<file path="config.mk">
export PLATFORM = sky130hd
export DESIGN_NAME = uart_rx_frame_ctrl_flat
export DESIGN_NICKNAME = d
export VERILOG_FILES = /design/src/rtl/uart_frame_pkg.sv /design/src/rtl/uart_rx_frame_ctrl_if.sv /design/src/rtl/uart_frame_buf.sv /design/src/rtl/uart_rx_frame_ctrl.sv /design/src/flat_wrapper.sv
export SDC_FILE = /design/constraint.sdc
export NUM_CORES = 1
export LEC_CHECK = 0
export ABC_CLOCK_PERIOD_IN_PS = 3100
export CORE_ASPECT_RATIO = 1.4
export CORE_UTILIZATION = 50
export DETAILED_ROUTE_END_ITERATION = 7
export PLACE_DENSITY = 0.75
export SYNTH_ARGS = -nofsm -noshare
export SYNTH_HDL_FRONTEND = slang
export SYNTH_SLANG_ARGS = --single-unit
export TNS_END_PERCENT = 10
</file>
<file path="constraint.sdc">
create_clock -name sys_clk -period 3.1 [get_ports sys_clk]
set_input_delay 0.31 -clock sys_clk [delete_from_list [all_inputs] [get_ports sys_clk]]
set_output_delay 0.31 -clock sys_clk [all_outputs]
set_load 0.03 [all_outputs]
</file>
<file path="src/rtl/uart_frame_pkg.sv">
// Shared types and constants for the UART command-frame receiver: FSM states,
// error codes and the default start-of-frame byte.
package uart_frame_pkg;

  typedef enum logic [2:0] {
    ST_IDLE,
    ST_CMD,
    ST_LEN,
    ST_PAYLOAD,
    ST_CHK,
    ST_OUT
  } state_e;

  localparam logic [1:0] ERR_LEN = 2'd1;
  localparam logic [1:0] ERR_CHK = 2'd2;
  localparam logic [1:0] ERR_TMO = 2'd3;

  localparam logic [7:0] HEADER_DEF = 8'h55;

endpackage

</file>
<file path="src/rtl/uart_rx_frame_ctrl_if.sv">
// Valid/ready byte stream carrying the replayed payload of an accepted frame.
interface uart_rx_frame_ctrl_if;
  logic [7:0] out_data;
  logic       out_valid;
  logic       out_ready;
  logic       out_last;

  modport master (output out_data, output out_valid, output out_last, input out_ready);
  modport slave  (input out_data, input out_valid, input out_last, output out_ready);
endinterface

</file>
<file path="src/rtl/uart_frame_buf.sv">
// Payload buffer: DEPTH x 8 register file, one synchronous write port and an
// asynchronous read at the same address.
module uart_frame_buf #(
  parameter int unsigned DEPTH = 16,
  parameter int unsigned AW    = 4
) (
  input  logic          clk_i,
  input  logic          we_i,
  input  logic [AW-1:0] addr_i,
  input  logic [7:0]    wdata_i,
  output logic [7:0]    rdata_o
);

  logic [7:0] mem_q [DEPTH];

  always_ff @(posedge clk_i) begin
    if (we_i) begin
      mem_q[addr_i] <= wdata_i;
    end
  end

  assign rdata_o = mem_q[addr_i];

endmodule

</file>
<file path="src/rtl/uart_rx_frame_ctrl.sv">
// Frames the uart_byte_rx byte stream (HEADER CMD LEN payload CHK), validates it and
// replays good payloads on a valid/ready stream. Optional inter-byte timeout: UART_FRAME_TIMEOUT_EN.
module uart_rx_frame_ctrl
  import uart_frame_pkg::*;
#(
  parameter int unsigned CLK_FREQ   = 50_000_000,
  parameter int unsigned TIMEOUT_US = 1000,
  parameter int unsigned MAX_LEN    = 16,
  parameter logic [7:0]  HEADER     = HEADER_DEF
) (
  input  logic       sys_clk,
  input  logic       sys_rst,
  input  logic [7:0] rx_data,
  input  logic       rx_done,
  output logic [7:0] frame_cmd,
  output logic [7:0] frame_len,
  output logic       frame_ok,
  output logic       frame_err,
  output logic [1:0] err_code,
  output logic       rx_drop,
  output logic       busy,
  uart_rx_frame_ctrl_if.master out_if
);

  localparam int unsigned AW        = (MAX_LEN > 1) ? $clog2(MAX_LEN) : 1;
  localparam logic [7:0]  MAX_LEN_B = 8'(MAX_LEN);

  state_e     state_q, state_d;
  logic [7:0] cmd_q, cmd_d;
  logic [7:0] len_q, len_d;
  logic [7:0] sum_q, sum_d;
  logic [7:0] idx_q, idx_d;
  logic [7:0] frame_cmd_q, frame_cmd_d;
  logic [7:0] frame_len_q, frame_len_d;
  logic       ok_q, ok_d;
  logic       err_q, err_d;
  logic [1:0] code_q, code_d;
  logic       drop_q, drop_d;
  logic       buf_we;
  logic [7:0] buf_rdata;
  logic       last_beat;

`ifdef UART_FRAME_TIMEOUT_EN
  localparam logic [31:0] TMO_LIMIT = 32'(CLK_FREQ / 1_000_000 * TIMEOUT_US - 1);
  logic [31:0] tmo_q, tmo_d;
`endif

  // Index doubles as payload write pointer and replay read pointer.
  uart_frame_buf #(
    .DEPTH (MAX_LEN),
    .AW    (AW)
  ) u_buf (
    .clk_i   (sys_clk),
    .we_i    (buf_we),
    .addr_i  (idx_q[AW-1:0]),
    .wdata_i (rx_data),
    .rdata_o (buf_rdata)
  );

  assign last_beat = (state_q == ST_OUT) && (idx_q == len_q - 8'd1);

  always_comb begin
    state_d     = state_q;
    cmd_d       = cmd_q;
    len_d       = len_q;
    sum_d       = sum_q;
    idx_d       = idx_q;
    frame_cmd_d = frame_cmd_q;
    frame_len_d = frame_len_q;
    ok_d        = 1'b0;
    err_d       = 1'b0;
    code_d      = code_q;
    drop_d      = 1'b0;
    buf_we      = 1'b0;
`ifdef UART_FRAME_TIMEOUT_EN
    tmo_d       = '0;
`endif
    unique case (state_q)
      ST_IDLE: begin
        if (rx_done && rx_data == HEADER) state_d = ST_CMD;
      end
      ST_CMD: begin
        if (rx_done) begin
          cmd_d   = rx_data;
          sum_d   = rx_data;
          state_d = ST_LEN;
        end
      end
      ST_LEN: begin
        if (rx_done) begin
          if (rx_data > MAX_LEN_B) begin
            err_d   = 1'b1;
            code_d  = ERR_LEN;
            state_d = ST_IDLE;
          end else begin
            len_d   = rx_data;
            sum_d   = sum_q + rx_data;
            idx_d   = '0;
            state_d = (rx_data == 8'd0) ? ST_CHK : ST_PAYLOAD;
          end
        end
      end
      ST_PAYLOAD: begin
        if (rx_done) begin
          buf_we = 1'b1;
          sum_d  = sum_q + rx_data;
          idx_d  = idx_q + 8'd1;
          if (idx_q + 8'd1 == len_q) state_d = ST_CHK;
        end
      end
      ST_CHK: begin
        if (rx_done) begin
          if (rx_data == sum_q) begin
            frame_cmd_d = cmd_q;
            frame_len_d = len_q;
            ok_d        = 1'b1;
            idx_d       = '0;
            state_d     = (len_q != 8'd0) ? ST_OUT : ST_IDLE;
          end else begin
            err_d   = 1'b1;
            code_d  = ERR_CHK;
            state_d = ST_IDLE;
          end
        end
      end
      ST_OUT: begin
        drop_d = rx_done;
        if (out_if.out_ready) begin
          if (last_beat) state_d = ST_IDLE;
          else           idx_d   = idx_q + 8'd1;
        end
      end
      default: state_d = ST_IDLE;
    endcase
`ifdef UART_FRAME_TIMEOUT_EN
    // A byte arriving on the expiry cycle wins: the counter only advances when idle.
    if ((state_q inside {ST_CMD, ST_LEN, ST_PAYLOAD, ST_CHK}) && !rx_done) begin
      if (tmo_q == TMO_LIMIT) begin
        err_d   = 1'b1;
        code_d  = ERR_TMO;
        state_d = ST_IDLE;
      end else begin
        tmo_d = tmo_q + 32'd1;
      end
    end
`endif
  end

  always_ff @(posedge sys_clk) begin
    if (sys_rst) begin
      state_q     <= ST_IDLE;
      cmd_q       <= '0;
      len_q       <= '0;
      sum_q       <= '0;
      idx_q       <= '0;
      frame_cmd_q <= '0;
      frame_len_q <= '0;
      ok_q        <= 1'b0;
      err_q       <= 1'b0;
      code_q      <= '0;
      drop_q      <= 1'b0;
    end else begin
      state_q     <= state_d;
      cmd_q       <= cmd_d;
      len_q       <= len_d;
      sum_q       <= sum_d;
      idx_q       <= idx_d;
      frame_cmd_q <= frame_cmd_d;
      frame_len_q <= frame_len_d;
      ok_q        <= ok_d;
      err_q       <= err_d;
      code_q      <= code_d;
      drop_q      <= drop_d;
    end
  end

`ifdef UART_FRAME_TIMEOUT_EN
  always_ff @(posedge sys_clk) begin
    if (sys_rst) tmo_q <= '0;
    else         tmo_q <= tmo_d;
  end
`endif

  assign frame_cmd        = frame_cmd_q;
  assign frame_len        = frame_len_q;
  assign frame_ok         = ok_q;
  assign frame_err        = err_q;
  assign err_code         = code_q;
  assign rx_drop          = drop_q;
  assign busy             = (state_q != ST_IDLE);
  assign out_if.out_valid = (state_q == ST_OUT);
  assign out_if.out_data  = (state_q == ST_OUT) ? buf_rdata : 8'h00;
  assign out_if.out_last  = last_beat;

endmodule

</file>
<file path="src/flat_wrapper.sv">
// flat-port wrapper written by rule: the top's interface ports become plain ports
module uart_rx_frame_ctrl_flat import uart_frame_pkg::*;
#(
  parameter int unsigned CLK_FREQ   = 50_000_000,
  parameter int unsigned TIMEOUT_US = 1000,
  parameter int unsigned MAX_LEN    = 16,
  parameter logic [7:0]  HEADER     = HEADER_DEF
)
  (sys_clk, sys_rst, rx_data, rx_done, frame_cmd, frame_len, frame_ok, frame_err, err_code, rx_drop, busy, out_if_out_data, out_if_out_valid, out_if_out_last, out_if_out_ready);
  uart_rx_frame_ctrl_if out_if_i ();
  input  logic sys_clk;
  input  logic sys_rst;
  input  logic [7:0] rx_data;
  input  logic rx_done;
  output logic [7:0] frame_cmd;
  output logic [7:0] frame_len;
  output logic frame_ok;
  output logic frame_err;
  output logic [1:0] err_code;
  output logic rx_drop;
  output logic busy;
  output wire logic [$bits(out_if_i.out_data)-1:0] out_if_out_data;
  output wire logic [$bits(out_if_i.out_valid)-1:0] out_if_out_valid;
  output wire logic [$bits(out_if_i.out_last)-1:0] out_if_out_last;
  input wire logic [$bits(out_if_i.out_ready)-1:0] out_if_out_ready;
  assign out_if_out_data = out_if_i.out_data;
  assign out_if_out_valid = out_if_i.out_valid;
  assign out_if_out_last = out_if_i.out_last;
  assign out_if_i.out_ready = out_if_out_ready;
  uart_rx_frame_ctrl #(.CLK_FREQ(CLK_FREQ), .TIMEOUT_US(TIMEOUT_US), .MAX_LEN(MAX_LEN), .HEADER(HEADER)) u_core (.sys_clk(sys_clk), .sys_rst(sys_rst), .rx_data(rx_data), .rx_done(rx_done), .frame_cmd(frame_cmd), .frame_len(frame_len), .frame_ok(frame_ok), .frame_err(frame_err), .err_code(err_code), .rx_drop(rx_drop), .busy(busy), .out_if(out_if_i));
endmodule
</file>
Word-level counts from Yosys, hierarchy flattened. Memories as Yosys holds them, arrays and structs flattened. A register that Yosys moved wholly into a read port is not among the register bits. Index checks and enable logic that the tools add are counted. W data, S select, Z words.

Register bits: 56. RAM bits: 128. Bits of input ports: 12. Logic and storage cells: 104. Memories: 1. Output and inout bits: 32.

Memory list: u_core.u_buf.mem_q (depth 16, bits a word 8, read ports 1, clocked after memory_dff 1, write ports 1, line uart_frame_buf.sv:14) `logic [7:0] mem_q [DEPTH];`.

Add/subtract/negate cells: 3. Mux-type cells: 44. Reduce and logical (&&, ||, !) cells: 18. $lt $le $gt $ge: 1. Bitwise operators: 4. Eq/ne operators: 22.

Operator list (number): $mux W8 (12); $mux W3 (12); $pmux W8 S4 (1); $eq A8 B8 Y1 (3); $pmux W8 S3 (1); $pmux W3 S6 (1); $reduce_and A8 Y1 (2); $ne A2 B2 Y1 const B (7); $ne A2 B1 Y1 const B (6); $reduce_and A5 Y1 (2); $mux W1 (9); $add A8 B1 Y8 const B (1); $add A8 B8 Y8 (1); $eq A8 B7 Y1 const B (1); $gt A8 B5 Y1 const B (1); $logic_not A8 Y1 (1); $mux W2 (4); $mux W4 (2); $reduce_bool A8 Y1 (1); $sub A8 B1 Y8 const B (1); $eq A3 B2 Y1 const B (2); $eq A3 B3 Y1 const B (2); $reduce_and A3 Y1 (2); $reduce_bool A3 Y1 (2); other kinds (11) (15).

Longest topological paths before layout.
Depth in word-level cells: 8. Mapped depth: 10. Depth with buffers taken out: 10.

Hierarchy. A second synthesis with hierarchy kept.

Cell total of the unflattened synthesis: 617. Area, all modules: 8154.1 um^2.

By module, submodules not included: uart_frame_buf (seq. area each 3843.7 um^2, area an instance 4907.2 um^2, times used 1, cells each 222); uart_rx_frame_ctrl (seq. area each 1121.1 um^2, area an instance 3246.9 um^2, times used 1, cells each 395).

Worst setup path after synthesis. OpenSTA, ideal clock, no wires.

Path kind: register to output. From: register u_core.len_q[0]. To: output port out_if_out_last. Data required time: 2790 ps. Setup slack: 564 ps. Arrival: 2226 ps. Cell stages (with the launch flop): 8. Cell sequence: dfxtp_1 > inv_1 > ha_1 > o21ba_1 > a221oi_2 > a41oi_1 > or4_4 > nor2_1.

Cells in the longest elaborated chain, start to end: 3.

Ends and longest elaborated chain: start: declaration (line uart_rx_frame_ctrl.sv:30) `logic [7:0] len_q, len_d;`; start signal: assignment (line uart_rx_frame_ctrl.sv:165) `len_q <= len_d;`; $sub A8 B1 Y8 (line uart_rx_frame_ctrl.sv:60) `assign last_beat = (state_q == ST_OUT) && (idx_q == len_q - 8'd1);`; $eq A8 B8 Y1 (line uart_rx_frame_ctrl.sv:60); $logic_and A1 B1 Y1 (line uart_rx_frame_ctrl.sv:60); end: declaration (line flat_wrapper.sv:24) `output wire logic [$bits(out_if_i.out_last)-1:0] out_if_out_last;`.

No other way between the ends.

==> run summary <==
The wire-length estimate of the detail-placed layout is 12.9 mm. After Yosys synthesis, XOR and XNOR cells account for 2.22% of the synthesized area. The most frequently used flop master after synthesis is sky130_fd_sc_hd__edfxtp_1. The H-tree generated during clock tree synthesis spans 4 levels. Of the available clock period, the critical path in the final layout requires 96.3%.

For the pin with the worst max-slew slack, the measured transition is 0.767 ns. At the end of routability-driven placement, the weighted congestion stood at 0.887. The tools report the peak ir drop on the vdd network as 0.457 mV. The synthesized netlist devotes 7.26% of its cell area to compound gates. The run finished with clean final reports. Among all cell types in the netlist, the one instantiated most often is sky130_fd_sc_hd__edfxtp_1.

The area share of fa/ha/maj cells after synthesis was 2.06%; the net count after synthesis was 636. Before CTS, the worst setup slack after placement is 0.0932 ns. For the yosys synthesis warning count, the log shows 0. In the final timing run, aggregate negative setup slack is 0 ns. The number of synthesized flops with an enable pin works out to 128. A synthesized cell averages 13.5 um^2. From synthesis to final layout, the design area changed by 17.2%. The final layout contains routed wiring with a total length of 18.9 mm.

After synthesis, the most frequently instantiated cells are sky130_fd_sc_hd__edfxtp_1, sky130_fd_sc_hd__nor2_1, sky130_fd_sc_hd__dfxtp_1. In this run, synthesis produced a sequential element count of 188. The number of DRC markers in iteration 0 is 431, and the diode insertion count for antenna repair is 0. The wire length of the first global-routing pass came out at 30.1 mm. The logs give 51.2% for the initial standard-cell utilization of the core and 61.0% for the share of the yosys chip area belonging to registers. The top cell type's share of synthesized area came out at 46.5%. The analysis attributes to cell leakage a power of 0.00348 uW. After technology mapping, the gate count stands at 611. The share of final-layout standard cells stronger than drive strength 1 is 18.6%. Dominant combinational cell family by area after synthesis: multiplexers.

The number of CTS-inserted buffers was 17. The chip height is 154 um. For the worst setup path, the data required time is 2.79 ns. The full die area is 17100 um^2.

The root buffer cell was sky130_fd_sc_hd__clkbuf_16. Number of nets at the end of the flow: 702. The clock skew was 0.00772 ns; the total number of clock tree sinks was 188. Across the run, the number of max-cap violations was 0. TritonCTS built the clock tree. Area of the placeable core: 16200 um^2. The kind of end point of the critical path was an output pin. The floorplan step set the die width to 111 um.

By startpoint and endpoint, the worst setup path is classified as reg2out. The largest driver fanout on the critical path is 32. The number of placement rows came out at 55. The path class of the tightest hold or removal check is in2reg. Data on the critical path arrives at its endpoint at 2.68 ns.

The tools report the remaining design rule violation count as 0. The global-route usage over all layers came out at 23.5%. For this run, the detailed router's first-pass iteration total came to 6. Setup repair after global routing left no endpoint under its margin. Ranked by total cell area, the synthesized netlist is headed by sky130_fd_sc_hd__edfxtp_1, sky130_fd_sc_hd__dfxtp_1, sky130_fd_sc_hd__mux4_2. The number of port buffers works out to 43.

STA classifies the critical path startpoint as a flip-flop. Entering global routing, the biggest net connects 33 pins. The clock-pin slew of the registers on the worst-case setup and hold paths is 0.07 ns, and the via count of the routed design is 5259. In the routed layout, each cell is associated on average with a via count of 5.92. The worst setup slack after layout came out at 0.114 ns.

The run gives 5340 as the number of global-route vias before repair. Dividing the detail-routed wire length by the instance count gives 21.3 um. In this run the power density over the cells is 519 nW/um^2.

The run gives 0 as the antenna violation net count after detailed routing. The clock latency at the later pin of the worst-skew pair came out at 0.43 ns. The cell area after synthesis is 8270 um^2, and the number of placed I/O pins is 44.

The fraction of the mapped netlist area in simple logic gates is 11.1%. The logs give 0.312 ns for the worst hold-check slack and 0 for the initial antenna violation count. Max-slew violation count: 0. Yosys mapped the design onto 63 distinct sky130hd cell types. The number of endpoints failing setup at the final stage is 0, and the clock period minus worst slack is 2.99 ns. The tools report the worst-case clock buffer depth as 2. In the synthesized netlist, mux cells make up 13.7% of the area. For the hold violation count in the final report, the log shows 0. The worst pin sits at a relative slew slack of 48.7%. For this run, asynchronously set or reset flops after synthesis account for 0%. Library cell occupying the most area in the post-synthesis netlist: sky130_fd_sc_hd__edfxtp_1. Based on the critical path, the design can be clocked at up to 335 MHz. For this run the aggregate overflow at the end of global routing stands at 0.
-- cell usage in the layout, fill, tap and decap left out, types with 6 or more instances in the layout --
cell                              synthesis  layout
sky130_fd_sc_hd__a21oi_1                 35      35
sky130_fd_sc_hd__and3_1                  15      15
sky130_fd_sc_hd__buf_4                    1      37
sky130_fd_sc_hd__clkbuf_16                0      17
sky130_fd_sc_hd__clkdlybuf4s50_1          0      33
sky130_fd_sc_hd__dfxtp_1                 60      59
sky130_fd_sc_hd__dlygate4sd2_1            0       8
sky130_fd_sc_hd__edfxtp_1               128     128
sky130_fd_sc_hd__ha_1                    12      12
sky130_fd_sc_hd__inv_1                   17      17
sky130_fd_sc_hd__mux2i_1                 23      23
sky130_fd_sc_hd__mux4_2                  40      40
sky130_fd_sc_hd__nand2_1                 42      42
sky130_fd_sc_hd__nand3_1                 13      13
sky130_fd_sc_hd__nor2_1                  62      62
sky130_fd_sc_hd__nor2b_1                  7       7
sky130_fd_sc_hd__nor3_1                  15      15
sky130_fd_sc_hd__o21ai_0                 11      11
sky130_fd_sc_hd__or3_1                    6       6
sky130_fd_sc_hd__xnor2_1                 13      13
sky130_fd_sc_hd__xor2_1                   8       8
-- power breakdown --
part | internal, uW | leakage, uW | switching (uW)
combinational | 40.3 | 0.00156 | 90.7
sequential | 2670 | 0.00163 | 3.59
clock | 1220 | 0.000293 | 1010
-- cells by family after synthesis --
kind of cell | count (synthesis)
AOI/OAI and AO/OA | 86
xor gates and xnor gates | 21
adders and majority gates | 13
buffers and inverters | 53
DFF | 188
muxes | 63
and+or+nand+nor | 187
-- worst max-delay path, stage by stage (launching register included) --
cell and delay, ns:
sky130_fd_sc_hd__dfxtp_2 0.34, sky130_fd_sc_hd__buf_12 0.26, sky130_fd_sc_hd__mux4_2 0.59, sky130_fd_sc_hd__mux4_2 0.48, sky130_fd_sc_hd__and3_1 0.20, sky130_fd_sc_hd__dlygate4sd2_1 0.35
-- worst paths after layout --
check	start	endpoint	slack [ns]	cells after the start
max	flip-flop	out_if_out_data[5]	0.11	5
min	sys_rst	u_core.frame_cmd[4]	0.31	2
max reg2reg	u_core.idx_q[0]	u_core.state_q[0]	0.54	9
min reg2reg	u_core.cmd_q[3]	u_core.cmd_q[3]	0.47	2
-- metrics by stage --
step           power (uW)  std cells  util, %  area [um^2]
6_report             5040        889     59.9         9690
3_3_place_gp         2860        857     56.3         9110
5_1_grt              5180        889     59.9         9690
3_5_place_dp         2860        857     56.3         9110
4_1_cts              5050        889     60.0         9700
2_1_floorplan        2790        611        -         8270
-- sequential cells by signal, summed over array words and instances, names as in the netlist, named ones only --
| signal | flops |
|---|---|
| u_core.cmd_q | 8 |
| u_core.err_code | 2 |
| u_core.frame_cmd | 8 |
| u_core.frame_err | 1 |
| u_core.frame_len | 8 |
| u_core.frame_ok | 1 |
| u_core.idx_q | 8 |
| u_core.len_q | 8 |
| u_core.rx_drop | 1 |
| u_core.state_q | 3 |
| u_core.sum_q | 8 |
| u_core.u_buf.mem_q | 128 |
-- timing repair --
action | 4_1_cts | 5_1_grt
resized for setup | 11 | 2
hold buffers | 0 | 0
endpoints found under the hold margin | 0 | 0
buffers inserted | 0 | 0
setup endpoints to repair | 9 | 1
-- per-layer routing --
metal	global-route usage, %	share of wire, %	routed length, um
met2	39.5	52	9820
met5	0	0	0
met4	11.5	3.4	647
met3	5.13	4.8	906
met1	28.8	40	7560
-- layout make-up --
type | instances | area (um^2)
Clock buffer | 17 | 425
Inverter | 18 | 67.6
Tap cell | 199 | 249
Timing Repair Buffer | 82 | 728
Clock inverter | 15 | 176
Fill cell | 1241 | 6480
Multi-Input combinational cell | 370 | 3000
Sequential cell | 188 | 5050
Power figures use the tool's default switching activity.
